===== config.mk =====
export PLATFORM = sky130hd
export DESIGN_NAME = color_correct_matrix
export DESIGN_NICKNAME = d
export VERILOG_FILES = /design/src/rtl/color_correct_matrix_pkg.sv /design/src/rtl/color_correct_matrix_channel.sv /design/src/rtl/color_correct_matrix.sv
export SDC_FILE = /design/constraint.sdc
export NUM_CORES = 2
export LEC_CHECK = 0
export BUFFER_PORTS_ARGS = -buffer_cell sky130_fd_sc_hd__buf_2
export CAP_MARGIN = 10
export CORE_ASPECT_RATIO = 0.9
export CORE_MARGIN = 1.5
export CORE_UTILIZATION = 60
export CTS_BUF_LIST = sky130_fd_sc_hd__clkbuf_8
export CTS_CLUSTER_SIZE = 28
export DETAILED_ROUTE_END_ITERATION = 7
export GPL_TIMING_DRIVEN = 0
export MAX_ROUTING_LAYER = met4
export PLACE_DENSITY = 0.88
export SLEW_MARGIN = 20
export SYNTH_ARGS = -nofsm -noshare
export SYNTH_HDL_FRONTEND = slang
export SYNTH_SLANG_ARGS = --single-unit

===== constraint.sdc =====
create_clock -name clk -period 5.55 [get_ports clk]
set_input_delay 0.8325 -clock clk [delete_from_list [all_inputs] [get_ports clk]]
set_output_delay 0.8325 -clock clk [all_outputs]
set_load 0.01 [all_outputs]

===== src/rtl/color_correct_matrix_pkg.sv =====
// Shared types/constants for the 3x3 colour correction matrix; also carries the
// stream dtype macros when no earlier file has defined them.
`ifndef DTYPE_WIDTH
`define DTYPE_WIDTH        8
`define DTYPE_FRAME_START  8'h01
`define DTYPE_FRAME_END    8'h02
`define DTYPE_ROW_START    8'h04
`define DTYPE_ROW_END      8'h08
`define DTYPE_PIXEL        8'h10
`define DTYPE_PIXEL_MASK   8'hF0
`endif

package color_correct_matrix_pkg;
  // entry (row o, col i) sits at index 3*o+i; 0=r, 1=g, 2=b
  localparam int CCM_RR = 0, CCM_RG = 1, CCM_RB = 2;
  localparam int CCM_GR = 3, CCM_GG = 4, CCM_GB = 5;
  localparam int CCM_BR = 6, CCM_BG = 7, CCM_BB = 8;
  localparam int CCM_COEFF_FRAC = 8;
  localparam int CCM_ONE        = 1 << CCM_COEFF_FRAC;
  localparam int CCM_STAGES     = 3;

  function automatic bit ccm_diag(input int idx);
    return (idx == CCM_RR) || (idx == CCM_GG) || (idx == CCM_BB);
  endfunction
endpackage


===== src/rtl/color_correct_matrix_channel.sv =====
// One CCM output row: 3 signed multiplies, sum, round, optional offset
// (CCM_OFFSET_EN), clamp. Products and sum are registered; round/clamp is comb.
module ccm_channel
  import color_correct_matrix_pkg::*;
#(
  parameter int PIXEL_WIDTH = 10,
  parameter int COEFF_WIDTH = 12,
  parameter int COEFF_FRAC  = 8
) (
  input  logic                              clk,
  input  logic                              resetb,
  input  logic [2:0][PIXEL_WIDTH-1:0]       pix,
  input  logic [2:0][COEFF_WIDTH-1:0]       coef,
`ifdef CCM_OFFSET_EN
  input  logic signed [PIXEL_WIDTH:0]       offset,
`endif
  output logic [PIXEL_WIDTH-1:0]            res
);
  localparam int PW = PIXEL_WIDTH + COEFF_WIDTH + 1;
  localparam int SW = PW + 2;
  localparam int RW = SW + 1;
  localparam logic signed [RW-1:0] HALF = RW'(2**(COEFF_FRAC-1));
  localparam logic signed [RW-1:0] PMAX = RW'(2**PIXEL_WIDTH - 1);

  logic [2:0][PW-1:0]    prod;
  logic signed [SW-1:0]  sum;
  logic signed [RW-1:0]  shifted, adj;

  always_ff @(posedge clk or negedge resetb) begin
    if (!resetb) begin
      prod <= '0;
      sum  <= '0;
    end else begin
      for (int i = 0; i < 3; i++)
        prod[i] <= PW'($signed({1'b0, pix[i]})) * PW'($signed(coef[i]));
      sum <= SW'($signed(prod[0])) + SW'($signed(prod[1])) + SW'($signed(prod[2]));
    end
  end

`ifdef CCM_OFFSET_EN
  // offset rides with the beat so a later frame's capture cannot leak in
  logic signed [PIXEL_WIDTH:0] off_s1, off_s2;
  always_ff @(posedge clk or negedge resetb) begin
    if (!resetb) begin
      off_s1 <= '0;
      off_s2 <= '0;
    end else begin
      off_s1 <= offset;
      off_s2 <= off_s1;
    end
  end
`endif

  always_comb begin
    shifted = (RW'(sum) + HALF) >>> COEFF_FRAC;
`ifdef CCM_OFFSET_EN
    adj = shifted + RW'(off_s2);
`else
    adj = shifted;
`endif
    if (adj < 0)          res = '0;
    else if (adj > PMAX)  res = '1;
    else                  res = adj[PIXEL_WIDTH-1:0];
  end
endmodule


===== src/rtl/color_correct_matrix.sv =====
// 3x3 colour correction matrix, fixed 3-cycle latency, coefficients shadowed at
// FRAME_START. Define CCM_OFFSET_EN for per-channel post-shift offsets.
module color_correct_matrix
  import color_correct_matrix_pkg::*;
#(
  parameter int PIXEL_WIDTH = 10,
  parameter int DATA_WIDTH  = 16,
  parameter int COEFF_WIDTH = 12,
  parameter int COEFF_FRAC  = 8
) (
  input  logic                         clk,
  input  logic                         resetb,
  input  logic                         enable,
  input  logic                         dvi,
  input  logic [`DTYPE_WIDTH-1:0]      dtypei,
  input  logic [PIXEL_WIDTH-1:0]       ri,
  input  logic [PIXEL_WIDTH-1:0]       gi,
  input  logic [PIXEL_WIDTH-1:0]       bi,
  input  logic [DATA_WIDTH-1:0]        meta_datai,
  input  logic [9*COEFF_WIDTH-1:0]     coeffs,
`ifdef CCM_OFFSET_EN
  input  logic signed [PIXEL_WIDTH:0]  offset_r,
  input  logic signed [PIXEL_WIDTH:0]  offset_g,
  input  logic signed [PIXEL_WIDTH:0]  offset_b,
`endif
  output logic                         dvo,
  output logic [PIXEL_WIDTH-1:0]       r,
  output logic [PIXEL_WIDTH-1:0]       g,
  output logic [PIXEL_WIDTH-1:0]       b,
  output logic [`DTYPE_WIDTH-1:0]      dtypeo,
  output logic [DATA_WIDTH-1:0]        meta_datao
);
  localparam int STAGES = CCM_STAGES;

  logic [8:0][COEFF_WIDTH-1:0]                  coef_act;
  logic [STAGES:1]                              vld_pipe;
  logic [STAGES:1][`DTYPE_WIDTH-1:0]            dtype_pipe;
  logic [STAGES:1][DATA_WIDTH-1:0]              meta_pipe;
  logic [STAGES-1:1]                            en_pipe;
  logic [STAGES-1:1][2:0][PIXEL_WIDTH-1:0]      raw_pipe;
  logic [2:0][PIXEL_WIDTH-1:0]                  pix_in, ch_res, rgb_q;
  logic                                         capture, pix_upd;

  assign pix_in  = {bi, gi, ri};
  assign capture = dvi && (dtypei == `DTYPE_FRAME_START);
  assign pix_upd = vld_pipe[STAGES-1] &&
                   ((dtype_pipe[STAGES-1] & `DTYPE_PIXEL_MASK) != '0);

  always_ff @(posedge clk or negedge resetb) begin
    if (!resetb) begin
      for (int i = 0; i < 9; i++)
        coef_act[i] <= ccm_diag(i) ? COEFF_WIDTH'(1 << COEFF_FRAC) : '0;
    end else if (capture) begin
      coef_act <= coeffs;
    end
  end

`ifdef CCM_OFFSET_EN
  logic [2:0][PIXEL_WIDTH:0] off_act;
  always_ff @(posedge clk or negedge resetb) begin
    if (!resetb)      off_act <= '0;
    else if (capture) off_act <= {offset_b, offset_g, offset_r};
  end
`endif

  for (genvar o = 0; o < 3; o++) begin : g_ch
    ccm_channel #(
      .PIXEL_WIDTH (PIXEL_WIDTH),
      .COEFF_WIDTH (COEFF_WIDTH),
      .COEFF_FRAC  (COEFF_FRAC)
    ) u_ch (
      .clk    (clk),
      .resetb (resetb),
      .pix    (pix_in),
      .coef   (coef_act[3*o +: 3]),
`ifdef CCM_OFFSET_EN
      .offset ($signed(off_act[o])),
`endif
      .res    (ch_res[o])
    );
  end

  always_ff @(posedge clk or negedge resetb) begin
    if (!resetb) begin
      vld_pipe   <= '0;
      dtype_pipe <= '0;
      meta_pipe  <= '0;
      en_pipe    <= '0;
      raw_pipe   <= '0;
      rgb_q      <= '0;
    end else begin
      vld_pipe   <= {vld_pipe[STAGES-1:1], dvi};
      dtype_pipe <= {dtype_pipe[STAGES-1:1], dtypei};
      meta_pipe  <= {meta_pipe[STAGES-1:1], meta_datai};
      en_pipe    <= {en_pipe[STAGES-2:1], enable};
      raw_pipe   <= {raw_pipe[STAGES-2:1], pix_in};
      // non-pixel beats pass through without disturbing the held colour
      if (pix_upd)
        rgb_q <= en_pipe[STAGES-1] ? ch_res : raw_pipe[STAGES-1];
    end
  end

  assign dvo        = vld_pipe[STAGES];
  assign dtypeo     = dtype_pipe[STAGES];
  assign meta_datao = meta_pipe[STAGES];
  assign r          = rgb_q[0];
  assign g          = rgb_q[1];
  assign b          = rgb_q[2];
endmodule

==> report_table.html <==
<table>
<tr><th>Metric</th><th>Value</th></tr>
<tr><th colspan="2">Yosys</th></tr>
<tr><td>Unique cell type count in the Yosys netlist</td><td>86</td></tr>
<tr><td>Share of synthesized registers carrying an async set or reset</td><td>100.0%</td></tr>
<tr><td>Top cell type by total area after synthesis</td><td>fa_1</td></tr>
<tr><td>Number of warnings printed during yosys synthesis</td><td>0</td></tr>
<tr><td>Mean Syn Cell Area</td><td>roughly 10 µm²</td></tr>
<tr><td>Share of synthesized area occupied by flip-flops and latches</td><td>between 20% and 30%</td></tr>
<tr><td>Cell with the most instances after synthesis</td><td>inv_1</td></tr>
<tr><td>Netlist Area Pre-Place</td><td>roughly 64000 µm²</td></tr>
<tr><td>Post-synthesis instance total</td><td>between 6000 and 7000</td></tr>
<tr><td>Total nets after synthesis</td><td>roughly 8300</td></tr>
<tr><td>Area share of the leading cell type in the synthesized netlist</td><td>approximately 34%</td></tr>
<tr><td>Flops &amp; latches, synth</td><td>~540</td></tr>
<tr><td>Number of enable-type register cells in the synthesized netlist</td><td>0</td></tr>
<tr><td>Commonest cells post-synth</td><td>inv_1, fa_1, nand2_1, and2_1, ha_1</td></tr>
<tr><td>Top cells by area, synth</td><td>fa_1, dfrtp_1, ha_1</td></tr>
<tr><td>Top FF cell, synth</td><td>dfrtp_1</td></tr>
<tr><th colspan="2">Pwr</th></tr>
<tr><td>Power density normalized to cell area</td><td>~240 nW/µm²</td></tr>
<tr><td>Final total power</td><td>16.73 mW</td></tr>
<tr><td>Combinational fraction of design power</td><td>about two fifths</td></tr>
<tr><td>Internal power contribution</td><td>10.05 mW</td></tr>
<tr><td>Power spent charging and discharging nets</td><td>6.680 mW</td></tr>
<tr><td>Leakage dissipation</td><td>between 30 and 40 nW</td></tr>
<tr><td>Switching part of the total</td><td>roughly 40%</td></tr>
<tr><td>Worst IR drop on VDD</td><td>between 200 and 250 µV</td></tr>
<tr><td>Seq pwr share</td><td>roughly a third</td></tr>
<tr><td>Clock share of power</td><td>about a quarter</td></tr>
<tr><th colspan="2">CTS</th></tr>
<tr><td>Worst skew pair latency</td><td>0.84 ns</td></tr>
<tr><td>Worst-path clk slew</td><td>around 0.06 ns</td></tr>
<tr><td>CTS tree</td><td>yes</td></tr>
<tr><td>Total number of H-tree levels</td><td>3</td></tr>
<tr><td>Maximum count of clock buffers along a single path</td><td>3</td></tr>
<tr><td>Num CTS Buffers</td><td>between 90 and 100</td></tr>
<tr><td>Number of clock sinks</td><td>between 500 and 600</td></tr>
<tr><td>Clk Tree Root Cell</td><td>clkbuf_8</td></tr>
<tr><th colspan="2">Worst setup path</th></tr>
<tr><td>Critical Path Most Common Cell</td><td>fa_1</td></tr>
<tr><td>Ordered cell list for the critical path</td><td>buf_4 &gt; nand2_2 &gt; fa_1 &gt; inv_1 &gt; fa_1 &gt; inv_1 &gt; fa_1 &gt; fa_1 &gt; fa_1 &gt; inv_1 &gt; ha_2 &gt; or4_1 &gt; o22a_2 &gt; a211oi_4 &gt; nor3_2 &gt; a2111oi_4 &gt; a21oi_2 &gt; xnor2_4</td></tr>
<tr><td>Worst reg-to-reg setup slack</td><td>around 0.07 ns</td></tr>
<tr><td>Startpoint kind of the worst setup timing path</td><td>flop</td></tr>
<tr><td>Worst r2r src</td><td>coef_act[67]</td></tr>
<tr><td>Number of cells on the worst reg-to-reg path</td><td>18</td></tr>
<tr><td>Crit. End Element</td><td>flop</td></tr>
<tr><td>Critical path data arrival time</td><td>between 6 and 7 ns</td></tr>
<tr><td>Critical path buffers and inverters</td><td>4</td></tr>
<tr><td>Standard cell with the maximum stage delay on the critical path</td><td>or4_1</td></tr>
<tr><td>Maximum net fanout on the critical path</td><td>8</td></tr>
<tr><td>RR Endpoint</td><td>g_ch[1].u_ch.prod[67]</td></tr>
<tr><td>Setup CP Type</td><td>flop to flop</td></tr>
<tr><td>Cell family with the largest share of critical-path delay</td><td>adder cells</td></tr>
<tr><td>Required time of the critical path</td><td>around 6.3 ns</td></tr>
<tr><td>CP startpoint</td><td>coef_act[67]</td></tr>
<tr><td>Maximum single-stage delay on the critical path</td><td>roughly 0.53 ns</td></tr>
<tr><th colspan="2">Die</th></tr>
<tr><td>I/O Pins</td><td>221</td></tr>
<tr><td># rows</td><td>113</td></tr>
<tr><td>Area of the core region</td><td>roughly 110000 µm²</td></tr>
<tr><td>Die outline width</td><td>about 350 µm</td></tr>
<tr><td>Die outline area</td><td>108600 µm²</td></tr>
<tr><td>Die height</td><td>~310 µm</td></tr>
<tr><td>Starting Density</td><td>about three fifths</td></tr>
<tr><th colspan="2">Placement</th></tr>
<tr><td>DP Wirelength</td><td>around 130000 µm</td></tr>
<tr><td>Final GP Congestion</td><td>approximately 0.96</td></tr>
<tr><td>IO Port Bufs</td><td>220</td></tr>
<tr><td>Inst Count DP</td><td>slightly above 8000</td></tr>
<tr><td>Placed cell areas</td><td>between 60000 and 70000 µm²</td></tr>
<tr><th colspan="2">Layout</th></tr>
<tr><td>Layout Cells excl Fill</td><td>a little over 8000</td></tr>
<tr><td>Final Instance Area</td><td>70380 µm²</td></tr>
<tr><td>Number of nets in the layout</td><td>between 8000 and 9000</td></tr>
<tr><td>Synth-to-layout area growth</td><td>9.956%</td></tr>
<tr><td>Filler cell count in the final layout</td><td>around 7700</td></tr>
<tr><td>Share of post-route cells with drive strength above 1</td><td>approximately an eighth</td></tr>
<tr><th colspan="2">Detailed routing</th></tr>
<tr><td>Routed Antenna Nets</td><td>0</td></tr>
<tr><td>Vias</td><td>between 40000 and 50000</td></tr>
<tr><td>Per-cell routed wire length</td><td>20.07 µm</td></tr>
<tr><td>Initial DRC count</td><td>around 3400</td></tr>
<tr><td>Via-per-instance ratio</td><td>~5.5</td></tr>
<tr><td>Wirelength, routed</td><td>roughly 170000 µm</td></tr>
<tr><td>Remaining routing DRC violations</td><td>0</td></tr>
<tr><td>Number of search-and-repair iterations in the first detailed-routing pass</td><td>8</td></tr>
<tr><th colspan="2">Global route</th></tr>
<tr><td>Overall routing resource usage</td><td>between 30% and 40%</td></tr>
<tr><td>Number of global-route vias before repair</td><td>between 40000 and 50000</td></tr>
<tr><td>Grt total ovfl</td><td>0</td></tr>
<tr><td>Wire length of the first global-routing pass</td><td>265000 µm</td></tr>
<tr><td>Number of antenna violations at the first check in global routing</td><td>21</td></tr>
<tr><td>Largest net degree at the start of global routing</td><td>just over 100</td></tr>
<tr><th colspan="2">Timing</th></tr>
<tr><td>Setup-failing EPs final</td><td>0</td></tr>
<tr><td>Rel. slew slack</td><td>approximately a quarter</td></tr>
<tr><td>Hold Fails Final Rpt</td><td>0</td></tr>
<tr><td>Unrepaired setup endpoints after global routing</td><td>yes</td></tr>
<tr><td>Post-layout min period</td><td>5.481 ns</td></tr>
<tr><td>Worst-case hold slack</td><td>between 0.02 and 0.025 ns</td></tr>
<tr><td>Setup skew after layout</td><td>about 0.082 ns</td></tr>
<tr><td>Least-Margin Pin Slew</td><td>~1.1 ns</td></tr>
<tr><td>Share of the clock period used by the worst path</td><td>a little over nine tenths</td></tr>
<tr><td>Achievable clock frequency</td><td>between 0.15 and 0.2 GHz</td></tr>
<tr><td>Total negative setup slack</td><td>0 ns</td></tr>
<tr><td>Number of max-slew violations in the final report</td><td>0</td></tr>
<tr><th colspan="2">Hold path</th></tr>
<tr><td>Worst min-delay path class</td><td>input pin to async pin</td></tr>
<tr><th colspan="2">Status</th></tr>
<tr><td>Run status</td><td>finished, final reports clean</td></tr>
<tr><th colspan="2">Job</th></tr>
<tr><td>Max-cap violations</td><td>0</td></tr>
</table>
[through the flow]
stage	util (%)	setup WS (ns)
finish	66.63	0.06890
global route	66.62	-0.04811
CTS	65.99	-0.08624
detailed placement	63.94	-1.425
global placement	63.76	-7.106
floorplan	-	-0.06812
[sequential cells by signal, summed over array words and instances, names as in the netlist]
register and flops:
coef_act 108, meta_pipe 32, dtype_pipe 16, meta_datao 16
g_ch.u_ch.sum 54, dtypeo 8, g_ch.u_ch.prod 207, r 10
en_pipe 2, g 10, b 10, vld_pipe 3
raw_pipe 60
[layer usage]
metal	global-route usage (%)	part of all wire, %	wire (µm)	up-vias
met5	-	0	0	-
met4	15.09	5.4	8946	0
met3	8.427	9.9	16400	486
met2	50.69	46	76600	1963
met1	40.36	38	63080	22958
li1	-	-	-	19956
[area by class of cell]
class	count	area [µm²]	area share [%]
well taps	1380	1727	2.453
inverters	1575	5912	8.400
diodes	17	42.54	0.06045
clock buffers	113	1555	2.210
multi-input cells	4114	44150	62.74
repair buffers	289	1768	2.512
clock inverters	56	658.1	0.9352
plain buffers	143	1051	1.493
flip-flops and latches	536	13510	19.20
[power by group through the flow]
stage / Sequential [mW] / Combinational, mW / Clock (mW)
2_1_floorplan: 5.14 / 4.84 / 0
6_report: 5.53 / 6.83 / 4.37
5_1_grt: 5.57 / 7.60 / 4.62
4_1_cts: 5.47 / 6.73 / 4.45
3_5_place_dp: 5.45 / 6.71 / 0
3_3_place_gp: 5.43 / 6.41 / 0
[repair_timing]
action | in CTS | in global routing
hold buffers | 0 | 0
pin swaps | 6 | 23
setup buffers | 14 | 49
resized for setup | 59 | 166
endpoints found under the setup margin | 44 | 47
cloned | 0 | 0
[cells by family (layout without fill, tap and decap cells)]
| logic type | Yosys count | in the layout | share of synthesized area, % |
|---|---|---|---|
| buf+inv | 1839 | 2176 | 10.94 |
| mux | 127 | 127 | 2.197 |
| compound gates | 505 | 505 | 5.263 |
| xor+xnor | 275 | 275 | 3.763 |
| flops | 536 | 536 | 20.96 |
| fa+ha+maj | 1632 | 1632 | 44.61 |
| other cells | 0 | 17 | 0 |
| simple gates | 1575 | 1575 | 12.27 |
[how the worst max path moves through the flow]
stage / end / cells past startpoint / slack (ns)
after floorplan: g_ch[1].u_ch.prod[67] / 19 / -0.07
after global placement: g_ch[0].u_ch.prod[45] / 1 / -7.11
after detailed placement: g_ch[1].u_ch.prod[67] / 20 / -1.42
after CTS: g_ch[1].u_ch.prod[67] / 18 / -0.09
after global routing: g_ch[1].u_ch.prod[21] / 18 / -0.05
final: g_ch[1].u_ch.prod[67] / 18 / 0.07
[worst register-to-register path: stages (launching register included)]
cell and delay, ns:
dfrtp_2 0.50, buf_4 0.17, nand2_2 0.05, fa_1 0.47, inv_1 0.05, fa_1 0.48, inv_1 0.05, fa_1 0.46
fa_1 0.50, fa_1 0.52, inv_1 0.04, ha_2 0.18, or4_1 0.53, o22a_2 0.31, a211oi_4 0.29, nor3_2 0.10
a2111oi_4 0.24, a21oi_2 0.15, xnor2_4 0.33
[placed cells by master, fill, tap and decap left out, types with 42 or more instances in the layout]
cell type | synthesis | routed
a21o_1 | 45 | 45
a21oi_1 | 161 | 148
and2_1 | 556 | 555
buf_2 | 0 | 218
buf_4 | 24 | 88
clkbuf_1 | 234 | 42
clkbuf_8 | 0 | 135
dfrtp_1 | 533 | 458
dfrtp_2 | 0 | 75
fa_1 | 1083 | 1082
ha_1 | 549 | 535
inv_1 | 1575 | 1591
mux2_2 | 108 | 108
nand2_1 | 620 | 611
nand3_1 | 52 | 51
nor2_1 | 152 | 152
nor3_1 | 50 | 49
o21ai_0 | 96 | 86
xnor2_1 | 227 | 221
xor2_1 | 48 | 46
(Power assumes the default switching activity.)
